$ cat src/rtl/ssd_pkg.sv
// Shared constants and types for the multiplexed seven-segment scanner.
package ssd_pkg;

    localparam int unsigned DIGITS = 8;
    localparam int unsigned IDX_W  = 3;
    localparam int unsigned NIB_W  = 4;
    localparam int unsigned SEG_W  = 7;
    localparam int unsigned DATA_W = DIGITS * NIB_W;

    localparam logic [SEG_W-1:0]  SEG_BLANK = 7'h7F;
    localparam logic [DIGITS-1:0] AN_OFF    = 8'hFF;

    // Active-low segment patterns, bit order g..a, indexed by hex value.
    localparam logic [SEG_W-1:0] SEG_0 = 7'b1000000;
    localparam logic [SEG_W-1:0] SEG_1 = 7'b1111001;
    localparam logic [SEG_W-1:0] SEG_2 = 7'b0100100;
    localparam logic [SEG_W-1:0] SEG_3 = 7'b0110000;
    localparam logic [SEG_W-1:0] SEG_4 = 7'b0011001;
    localparam logic [SEG_W-1:0] SEG_5 = 7'b0010010;
    localparam logic [SEG_W-1:0] SEG_6 = 7'b0000010;
    localparam logic [SEG_W-1:0] SEG_7 = 7'b1111000;
    localparam logic [SEG_W-1:0] SEG_8 = 7'b0000000;
    localparam logic [SEG_W-1:0] SEG_9 = 7'b0011000;
    localparam logic [SEG_W-1:0] SEG_A = 7'b0001000;
    localparam logic [SEG_W-1:0] SEG_B = 7'b0000011;
    localparam logic [SEG_W-1:0] SEG_C = 7'b1000110;
    localparam logic [SEG_W-1:0] SEG_D = 7'b0100001;
    localparam logic [SEG_W-1:0] SEG_E = 7'b0000110;
    localparam logic [SEG_W-1:0] SEG_F = 7'b0001110;

    localparam logic [15:0][SEG_W-1:0] SEG_TABLE = {
        SEG_F, SEG_E, SEG_D, SEG_C, SEG_B, SEG_A, SEG_9, SEG_8,
        SEG_7, SEG_6, SEG_5, SEG_4, SEG_3, SEG_2, SEG_1, SEG_0
    };

    typedef struct packed {
        logic [DATA_W-1:0] data;
        logic [DIGITS-1:0] dp;
        logic [DIGITS-1:0] en;
    } disp_set_t;

endpackage

$ cat src/rtl/ssd_scan_if.sv
// Display bus: host-side load of digit data, scanner-side anode/segment drive.
interface ssd_scan_if;
    import ssd_pkg::*;

    logic [DATA_W-1:0] data;
    logic [DIGITS-1:0] dp;
    logic [DIGITS-1:0] en;
    logic              load;
    logic [DIGITS-1:0] an;
    logic [SEG_W-1:0]  cc;
    logic              odp;
    logic              frame;

    modport master (output data, dp, en, load, input an, cc, odp, frame);
    modport slave  (input data, dp, en, load, output an, cc, odp, frame);

endinterface

$ cat src/rtl/ssd_seg_enc.sv
// Hex nibble to active-low seven-segment pattern (combinational).
module ssd_seg_enc
    import ssd_pkg::*;
(
    input  logic [NIB_W-1:0] nib_i,
    output logic [SEG_W-1:0] seg_c_o
);

    assign seg_c_o = SEG_TABLE[nib_i];

endmodule

$ cat src/rtl/ssd_scan.sv
// Eight-digit time-multiplexed seven-segment scanner with shadow/active
// double buffering so a displayed frame is never torn by a host load.
module ssd_scan
    import ssd_pkg::*;
#(
    parameter int unsigned REFRESH_DIV = 100000,
    parameter int unsigned BLANK_CYC   = 1000
) (
    input  logic       ssd_scan_port_clk,
    input  logic       ssd_scan_port_rst,
    ssd_scan_if.slave  ssd_scan_port
);

    localparam int unsigned      CNT_W    = $clog2(REFRESH_DIV);
    localparam logic [CNT_W-1:0] CNT_LAST = CNT_W'(REFRESH_DIV - 1);
    localparam logic [IDX_W-1:0] IDX_LAST = IDX_W'(DIGITS - 1);

    logic [CNT_W-1:0]  cnt_q, cnt_d;
    logic [IDX_W-1:0]  idx_q, idx_d;
    logic              pend_q, pend_d;
    disp_set_t         shadow_q, shadow_d;
    disp_set_t         active_q, active_d;
    logic [DIGITS-1:0] an_q, an_d;
    logic [SEG_W-1:0]  cc_q, cc_d;
    logic              odp_q, odp_d;
    logic              frame_q, frame_d;

    logic              term_c;
    logic              wrap_c;
    logic              lit_c;
    logic [NIB_W-1:0]  nib_c;
    logic [SEG_W-1:0]  seg_c;
    disp_set_t         in_set_c;

    ssd_seg_enc u_seg_enc (
        .nib_i   (nib_c),
        .seg_c_o (seg_c)
    );

    // Next-state: prescaler, slot index, buffer handoff and output drive.
    always_comb begin
        cnt_d    = cnt_q;
        idx_d    = idx_q;
        pend_d   = pend_q;
        shadow_d = shadow_q;
        active_d = active_q;

        in_set_c.data = ssd_scan_port.data;
        in_set_c.dp   = ssd_scan_port.dp;
        in_set_c.en   = ssd_scan_port.en;

        term_c = (cnt_q == CNT_LAST);
        wrap_c = term_c && (idx_q == IDX_LAST);

        if (term_c) begin
            cnt_d = '0;
            idx_d = idx_q + IDX_W'(1);
        end else begin
            cnt_d = cnt_q + CNT_W'(1);
        end

        // A load landing on the wrap goes straight to the new frame.
        if (ssd_scan_port.load && wrap_c) begin
            active_d = in_set_c;
            pend_d   = 1'b0;
        end else if (ssd_scan_port.load) begin
            shadow_d = in_set_c;
            pend_d   = 1'b1;
        end else if (wrap_c && pend_q) begin
            active_d = shadow_q;
            pend_d   = 1'b0;
        end

        nib_c = active_q.data[{idx_q, 2'b00} +: NIB_W];
        lit_c = active_q.en[idx_q] && (32'(cnt_q) >= BLANK_CYC);

        an_d    = AN_OFF;
        cc_d    = SEG_BLANK;
        odp_d   = 1'b1;
        frame_d = wrap_c;
        if (lit_c) begin
            an_d  = ~(DIGITS'(1) << idx_q);
            cc_d  = seg_c;
            odp_d = ~active_q.dp[idx_q];
        end
    end

    always_ff @(posedge ssd_scan_port_clk) begin
        if (ssd_scan_port_rst) begin
            cnt_q    <= '0;
            idx_q    <= '0;
            pend_q   <= 1'b0;
            shadow_q <= '0;
            active_q <= '0;
            an_q     <= AN_OFF;
            cc_q     <= SEG_BLANK;
            odp_q    <= 1'b1;
            frame_q  <= 1'b0;
        end else begin
            cnt_q    <= cnt_d;
            idx_q    <= idx_d;
            pend_q   <= pend_d;
            shadow_q <= shadow_d;
            active_q <= active_d;
            an_q     <= an_d;
            cc_q     <= cc_d;
            odp_q    <= odp_d;
            frame_q  <= frame_d;
        end
    end

    assign ssd_scan_port.an    = an_q;
    assign ssd_scan_port.cc    = cc_q;
    assign ssd_scan_port.odp   = odp_q;
    assign ssd_scan_port.frame = frame_q;

endmodule

$ cat src/flat_wrapper.sv
// flat-port wrapper written by rule: the top's interface ports become plain ports
module ssd_scan_flat import ssd_pkg::*;
#(
    parameter int unsigned REFRESH_DIV = 100000,
    parameter int unsigned BLANK_CYC   = 1000
)
  (ssd_scan_port_clk, ssd_scan_port_rst, ssd_scan_port_data, ssd_scan_port_dp, ssd_scan_port_en, ssd_scan_port_load, ssd_scan_port_an, ssd_scan_port_cc, ssd_scan_port_odp, ssd_scan_port_frame);
  ssd_scan_if ssd_scan_port_i ();
  input  logic ssd_scan_port_clk;
  input  logic ssd_scan_port_rst;
  input wire logic [$bits(ssd_scan_port_i.data)-1:0] ssd_scan_port_data;
  input wire logic [$bits(ssd_scan_port_i.dp)-1:0] ssd_scan_port_dp;
  input wire logic [$bits(ssd_scan_port_i.en)-1:0] ssd_scan_port_en;
  input wire logic [$bits(ssd_scan_port_i.load)-1:0] ssd_scan_port_load;
  output wire logic [$bits(ssd_scan_port_i.an)-1:0] ssd_scan_port_an;
  output wire logic [$bits(ssd_scan_port_i.cc)-1:0] ssd_scan_port_cc;
  output wire logic [$bits(ssd_scan_port_i.odp)-1:0] ssd_scan_port_odp;
  output wire logic [$bits(ssd_scan_port_i.frame)-1:0] ssd_scan_port_frame;
  assign ssd_scan_port_i.data = ssd_scan_port_data;
  assign ssd_scan_port_i.dp = ssd_scan_port_dp;
  assign ssd_scan_port_i.en = ssd_scan_port_en;
  assign ssd_scan_port_i.load = ssd_scan_port_load;
  assign ssd_scan_port_an = ssd_scan_port_i.an;
  assign ssd_scan_port_cc = ssd_scan_port_i.cc;
  assign ssd_scan_port_odp = ssd_scan_port_i.odp;
  assign ssd_scan_port_frame = ssd_scan_port_i.frame;
  ssd_scan #(.REFRESH_DIV(REFRESH_DIV), .BLANK_CYC(BLANK_CYC)) u_core (.ssd_scan_port_clk(ssd_scan_port_clk), .ssd_scan_port_rst(ssd_scan_port_rst), .ssd_scan_port(ssd_scan_port_i));
endmodule
$ cat config.mk
export PLATFORM = sky130hd
export DESIGN_NAME = ssd_scan_flat
export DESIGN_NICKNAME = d
export VERILOG_FILES = /design/src/rtl/ssd_pkg.sv /design/src/rtl/ssd_scan_if.sv /design/src/rtl/ssd_seg_enc.sv /design/src/rtl/ssd_scan.sv /design/src/flat_wrapper.sv
export SDC_FILE = /design/constraint.sdc
export NUM_CORES = 1
export LEC_CHECK = 0
export BUFFER_PORTS_ARGS = -buffer_cell sky130_fd_sc_hd__buf_2
export CAP_MARGIN = 10
export CORE_MARGIN = 5
export CORE_UTILIZATION = 45
export DETAILED_ROUTE_END_ITERATION = 7
export GPL_TIMING_DRIVEN = 0
export SYNTH_ARGS = -nofsm -noshare
export SYNTH_HDL_FRONTEND = slang
export SYNTH_SLANG_ARGS = --single-unit
$ cat constraint.sdc
create_clock -name ssd_scan_port_clk -period 6.3 [get_ports ssd_scan_port_clk]
set_input_delay 1.575 -clock ssd_scan_port_clk [delete_from_list [all_inputs] [get_ports ssd_scan_port_clk]]
set_output_delay 1.575 -clock ssd_scan_port_clk [all_outputs]
set_load 0.05 [all_outputs]
==> metrics.md, run 1 <==
| Metric | Value |
|---|---|
| Diodes inserted | `0` |
| Gr usage total | `18.9%` |
| H-tree depth | `4` |
| Post-synth top area share | `a little under half` |
| Drt wl/cell | `15.2 µm` |
| CTS tree | `done` |
| Final hold violation count | `0` |
| Power per cell area | `294 mW/mm²` |
| Nets | `757` |
| Core Footprint | `about 0.013 mm²` |
| Grt ovf | `0` |
| Reg2Reg Setup Slack | `3.16 ns` |
| Period utilization | `49.8%` |
| R2R Path Start | `u_core.idx_q[1]` |
| Reg-to-reg endpoint | `u_core.ssd_scan_port.cc[3]` |
| Final cell count without fillers | `just under 900` |
| Maxcap violations | `0` |
| CTS buffer count | `17` |
| DRT iter0 DRCs | `262` |
| RSZ-0062 raised after global routing | `no` |
| Largest net degree at the start of global routing | `17` |
| Top-count cell post-synth | `dfxtp_1` |
| Gate Count Post-Synth | `607` |
| Clock net sink count | `134` |
| Crit path arrival time | `3.46 ns` |
| Area contributors post-synth | `dfxtp_1 47%, mux2i_1 9.3%, nor2_1 7.8%` |
| Max_slew headroom | `around two fifths` |
| Die X | `123 µm` |
| Post-CTS Hold Fix Bufs | `0` |
| Status | `complete, no violations` |
| I/O Pins | `68` |
| CTS resizes | `0` |
| # DRC | `0` |
| Cells on worst reg2reg path | `8` |
| Number of synthesized flops with an enable pin | `0` |
| Cell Area, Synth | `0.00573 mm²` |
| Post-synthesis sequential area ratio | `46.9%` |
| Commonest cells post-synth | `134 x dfxtp_1, 119 x nor2_1, 53 x mux2i_1, 38 x nand2_1, 37 x inv_1` |
| Worst Skew | `0.00696 ns` |
| Syn avg cell area | `9.43 µm²` |
| Required time worst endpoint | `between 6 and 7 ns` |
| Hold Path Depth | `2` |
| Routability cong. | `0.808` |
| Hold path startpoint | `u_core.active_q[5]` |
| # rows | `41` |
| Mean number of vias per cell | `~5.2` |
| Initial core utilization | `a little under half` |
| VDD IR-drop max | `204 µV` |
| Vias | `about 4600` |
| Worst-margin pin slew | `between 0.8 and 0.9 ns` |
| FMAX | `319 MHz` |
| Port bufs | `67` |
| Yosys reg bits | `approximately 130` |
| First-pass detailed-route iteration total | `5` |
| CP Class | `flip-flop to flip-flop` |
| Worst Path Max Fanout | `10` |
| Area leader, netlist | `dfxtp_1` |
| Minimum clock period | `3.14 ns` |
| Clock Tree Buf Depth | `2` |
| Detailed Route WL | `13400 µm` |
| Synth warn | `0` |
| Die area | `0.0151 mm²` |
| Crit. Startpoint | `u_core.idx_q[1]` |
| CTS clk-pin slew, worst paths | `0.05 ns` |
| Post-synth net total | `about 670` |
| Fin. max-slew vios | `0` |
| Synth cell types | `between 40 and 50` |
| Setup violators final | `0` |
| Leakage power | `2.75 nW` |
| Worst-Skew Late Latency | `0.42 ns` |
| Primary FF master, synth | `dfxtp_1` |
| CP Capture Type | `flip-flop` |
| Antenna Nets Post-Route | `0` |
| CTS Root Cell | `clkbuf_16` |
| Initial antenna violation count | `0` |
| Asr flop ratio synth | `0%` |
| Area Growth Syn to Fin | `20.6%` |
| Total Power | `about 2 mW` |
| Vias in the first global route | `4373` |
| Dpl cells | `846` |
| Setup crit start kind | `flip-flop` |
| Layout cells sized above 1 | `between 15 and 20%` |
| First-pass GRT wire length | `22000 µm` |
| Hold path endpoint | `u_core.active_q[5]` |
| Die Height | `123 µm` |
| DPL Wire Length | `9580 µm` |
| Post-CTS Setup Inserts | `0` |
| Worst min path class | `flip-flop to flip-flop` |
| Setup TNS | `0 ns` |
registers in the layout, summed over array words and instances (netlist names):
register and count:
u_core.active_q 48, u_core.cnt_q 17, u_core.idx_q 3, u_core.pend_q 1, u_core.shadow_q 48, u_core.ssd_scan_port.an 8, u_core.ssd_scan_port.cc 7, u_core.ssd_scan_port.frame 1
u_core.ssd_scan_port.odp 1
worst max path at each step:
stage | cells past startpoint | end | slack, ns
2_1_floorplan | 6 | u_core.shadow_q[23] | 3.46
3_3_place_gp | 7 | u_core.shadow_q[26] | 2.97
3_5_place_dp | 7 | u_core.shadow_q[25] | 2.94
4_1_cts | 6 | u_core.ssd_scan_port.cc[2] | 3.18
5_1_grt | 8 | u_core.ssd_scan_port.cc[3] | 3.01
6_report | 8 | u_core.ssd_scan_port.cc[3] | 3.16
stage by stage:
stage,area [µm²],setup WS (ns),hold slack (ns),util [%]
finish,6900,3.16,0.449,54.9
global placement,6280,2.97,0.434,49.9
global route,6900,3.01,0.480,54.9
CTS,6900,3.18,0.453,54.9
detailed placement,6280,2.94,0.440,49.9
floorplan,5730,3.46,0.420,-
metal layers:
metal / wire length, µm / global-route usage (%)
met1: 6550 / 26.2
met2: 6060 / 28.7
met3: 582 / 4.29
met4: 185 / 7.00
met5: 0 / 0
cell type report:
class                   instances  area [µm²]
clock buffers                  24         482
repair buffers                 67         335
multi-input cells             393        2710
clock inverters                 8         145
well taps                     172         215
inverters                      39         146
flip-flops and latches        134        2680
plain buffers                  41         183
fillers                      1193        5670
power breakdown:
group	internal, mW	switching [mW]	leakage, nW	total, mW
sequential	0.868	0.0109	1.09	0.879
combinational	0.0457	0.0631	1.36	0.109
clock	0.692	0.352	0.300	1.04
critical path: stages (launching register included):
cell and delay (ns):
dfxtp_1 0.50, buf_1 0.57, mux4_2 0.42, o21ai_0 0.53, inv_1 0.18, ha_1 0.40
nor2b_1 0.13, a211oi_1 0.05, o31ai_1 0.25
kinds of logic after synthesis:
| kind of cell | Yosys count | synth area share, % |
|---|---|---|
| AO/OA/AOI/OAI | 95 | 12.3 |
| XOR/XNOR | 16 | 2.45 |
| adder cells (fa/ha/maj) | 13 | 2.84 |
| buffers and inverters | 80 | 5.75 |
| flip-flops | 134 | 46.9 |
| multiplexers | 67 | 14.4 |
| AND/OR/NAND/NOR | 202 | 15.4 |
cell usage in the layout, fill, tap and decap left out, types with 6 or more instances in the layout:
cell	count
clkbuf_16	17
nand3_1	17
o31ai_1	22
xnor2_1	9
inv_1	37
nor2_1	119
dfxtp_1	134
mux4_2	12
o22ai_1	28
xor2_1	7
nor4_1	6
nand2_1	38
ha_1	13
clkbuf_1	31
buf_2	75
a221oi_1	26
mux2i_1	53
(Power assumes the default switching activity.)
==> run 2: changes to the inputs <==
==> constraint.sdc (replaced) <==
create_clock -name ssd_scan_port_clk -period 2.9 [get_ports ssd_scan_port_clk]
set_input_delay 0.725 -clock ssd_scan_port_clk [delete_from_list [all_inputs] [get_ports ssd_scan_port_clk]]
set_output_delay 0.725 -clock ssd_scan_port_clk [all_outputs]
set_load 0.05 [all_outputs]
==> run 2 against run 1 <==
Compared with the run above:
- register-to-register slack lost 3.0 ns
- largest cell class unchanged
- hold slack barely moved
- combinational power rose by 120%
- clock skew barely moved
- critical endpoint unchanged
- highest routed layer unchanged
==> metrics.md, run 2 (synthesis gave the netlist of run 1 again) <==
| Metric | Value |
|---|---|
| Status | `complete, no violations` |
| Worst Skew | `0.00669 ns (-0.000264 ns)` |
| Power per cell area | `639 mW/mm² (+120%)` |
| Worst min path class | `flip-flop to flip-flop` |
| CP Capture Type | `flip-flop` |
| Detailed Route WL | `13400 µm (about the same)` |
| Worst-Skew Late Latency | `0.42 ns (about the same)` |
| Antenna Nets Post-Route | `0 (unchanged)` |
| Reg-to-reg endpoint | `u_core.ssd_scan_port.cc[3]` |
| Clk pwr share | `51.4% (about the same)` |
| Diodes inserted | `0 (unchanged)` |
| Post-CTS Hold Fix Bufs | `0 (unchanged)` |
| Internal | `3.49 mW (+120%)` |
| Required time worst endpoint | `3.23 ns (-3.40 ns)` |
| Port bufs | `67 (unchanged)` |
| CTS clk-pin slew, worst paths | `0.05 ns (about the same)` |
| Top Registers | `u_core.active_q x48, u_core.shadow_q x48, u_core.cnt_q x17` |
| Minimum clock period | `2.70 ns (-0.432 ns)` |
| I/O Pins | `68 (unchanged)` |
| Seq pwr share | `43.3% (about the same)` |
| CTS Root Cell | `clkbuf_16` |
| Die Height | `123 µm (unchanged)` |
| Setup crit start kind | `flip-flop` |
| Reg2Reg Setup Slack | `0.20 ns (-2.97 ns)` |
| Fin. max-slew vios | `0 (unchanged)` |
| DRT iter0 DRCs | `262 (unchanged)` |
| Hold Path Depth | `2 (unchanged)` |
| Largest net degree at the start of global routing | `17 (unchanged)` |
| Combinational power share | `5.4% (about the same)` |
| Setup violators final | `0 (unchanged)` |
| FMAX | `370 MHz (+16%)` |
| Dpl cell area | `0.00628 mm² (unchanged)` |
| # rows | `41 (unchanged)` |
| RSZ-0062 raised after global routing | `no` |
| First-pass detailed-route iteration total | `5 (unchanged)` |
| CP Class | `flip-flop to flip-flop` |
| Worst slack, placed | `-0.193 ns (-3.13 ns)` |
| Area Growth Syn to Fin | `20.7% (about the same)` |
| Worst-margin pin slew | `0.887 ns (-0.00182 ns)` |
| Final hold violation count | `0 (unchanged)` |
| Drt wl/cell | `15.2 µm (about the same)` |
| DPL Wire Length | `9580 µm (unchanged)` |
| Nets | `757 (unchanged)` |
| Mean number of vias per cell | `5.18 (about the same)` |
| P_sw | `0.926 mW (+120%)` |
| VDD IR-drop max | `444 µV (+120%)` |
| Vias in the first global route | `4373 (unchanged)` |
| Commonest cells after routing, fill and taps aside | `134 x dfxtp_1, 119 x nor2_1, 76 x buf_2, 53 x mux2i_1, 38 x nand2_1` |
| Routability cong. | `0.808 (unchanged)` |
| Die area | `0.0151 mm² (unchanged)` |
| Initial antenna violation count | `0 (unchanged)` |
| Clock net sink count | `134 (unchanged)` |
| Clock Tree Buf Depth | `2 (unchanged)` |
| CTS buffer count | `17 (unchanged)` |
| Crit. Startpoint | `u_core.idx_q[0]` |
| Leakage power | `2.76 nW (+0.33%)` |
| First-pass GRT wire length | `22000 µm (about the same)` |
| Switching portion of total power | `21.0% (about the same)` |
| Crit path arrival time | `3.03 ns (-0.43 ns)` |
| H-tree depth | `4 (unchanged)` |
| Layout cells sized above 1 | `18.4% (+0.42 points)` |
| Maxcap violations | `0 (unchanged)` |
| Commonest non-fill, non-tap cell in the layout | `dfxtp_1` |
| # DRC | `0 (unchanged)` |
| Fin area | `0.00691 mm² (about the same)` |
| Critical Path Sink | `u_core.ssd_scan_port.cc[3]` |
| R2R Path Start | `u_core.idx_q[0]` |
| Period utilization | `93.2% (+43 points)` |
| Core Footprint | `0.0126 mm² (unchanged)` |
| Grt ovf | `0 (unchanged)` |
| Worst setup margin | `0.196 ns (-2.97 ns)` |
| Die X | `123 µm (unchanged)` |
| Worst Path Max Fanout | `10 (unchanged)` |
| Post-CTS Setup Inserts | `0 (unchanged)` |
| CTS tree | `done` |
| Gr usage total | `18.9% (about the same)` |
| Vias | `4550 (-0.022%)` |
| Max_slew headroom | `40.3% (+0.12 points)` |
| Cells on worst reg2reg path | `8 (unchanged)` |
| Hold slack | `0.449 ns (-0.00000100 ns)` |
| Initial core utilization | `45.6% (unchanged)` |
-- run 2: cell count changes in the layout (fill, tap and decap cells not counted) --
cell / previous run / this run
buf_1: 3 / 2
buf_2: 75 / 76
clkbuf_1: 31 / 30
clkbuf_2: 0 / 1
o21ai_0: 3 / 2
o21ai_2: 0 / 1
-- run 2: worst min path at each step --
stage	start	to	slack, ns
finish	u_core.active_q[5]	u_core.active_q[5]	0.45
detailed placement	u_core.active_q[5]	u_core.active_q[5]	0.44
global route	u_core.active_q[2]	u_core.active_q[2]	0.48
CTS	u_core.active_q[5]	u_core.active_q[5]	0.45
floorplan	u_core.active_q[10]	u_core.active_q[10]	0.42
global placement	u_core.active_q[5]	u_core.active_q[5]	0.43
-- run 2: final cells by class --
class / instances / area, µm²
flip-flops and latches: 134 / 2680
plain buffers: 41 / 185
clock buffers: 24 / 482
inverters: 39 / 146
well taps: 172 / 215
repair buffers: 67 / 335
multi-input cells: 393 / 2720
fillers: 1190 / 5660
clock inverters: 8 / 145
-- run 2: power groups by stage --
stage          sequential [mW]  clock (mW)  combinational [mW]
3_3_place_gp              1.95           0               0.232
5_1_grt                   1.91        2.40               0.266
6_report                  1.91        2.27               0.236
4_1_cts                   1.91        2.32               0.238
3_5_place_dp              1.95           0               0.237
2_1_floorplan             1.94           0               0.151
-- run 2: stage by stage --
step / total power [mW] / TNS (ns) / std cells / utilization [%]
after CTS: 4.46 / 0 / 878 / 54.9
after global placement: 2.18 / -0.456 / 846 / 49.9
final: 4.42 / 0 / 878 / 55.0
after detailed placement: 2.19 / -0.715 / 846 / 49.9
after floorplan: 2.09 / 0 / 607 / -
after global routing: 4.58 / 0 / 878 / 55.0
-- run 2: routing by layer --
metal	share of wire (%)	GRT usage, %	wire, µm
met1	49	26.2	6560
met2	45	28.7	6070
met3	4.3	4.29	576
met4	1.4	7.00	185
met5	0	0	0
-- run 2: timing repair --
item	CTS	global route
endpoints found under the setup margin	7	5
gates resized for setup	2	3
pin swaps	0	0
-- run 2: critical path, stage by stage, from the launching register on --
cell and delay, ns:
dfxtp_1 0.54, buf_4 0.32, mux4_2 0.56, o21ai_2 0.26
inv_1 0.13, ha_1 0.38, nor2b_1 0.13, a211oi_1 0.05
o31ai_1 0.25
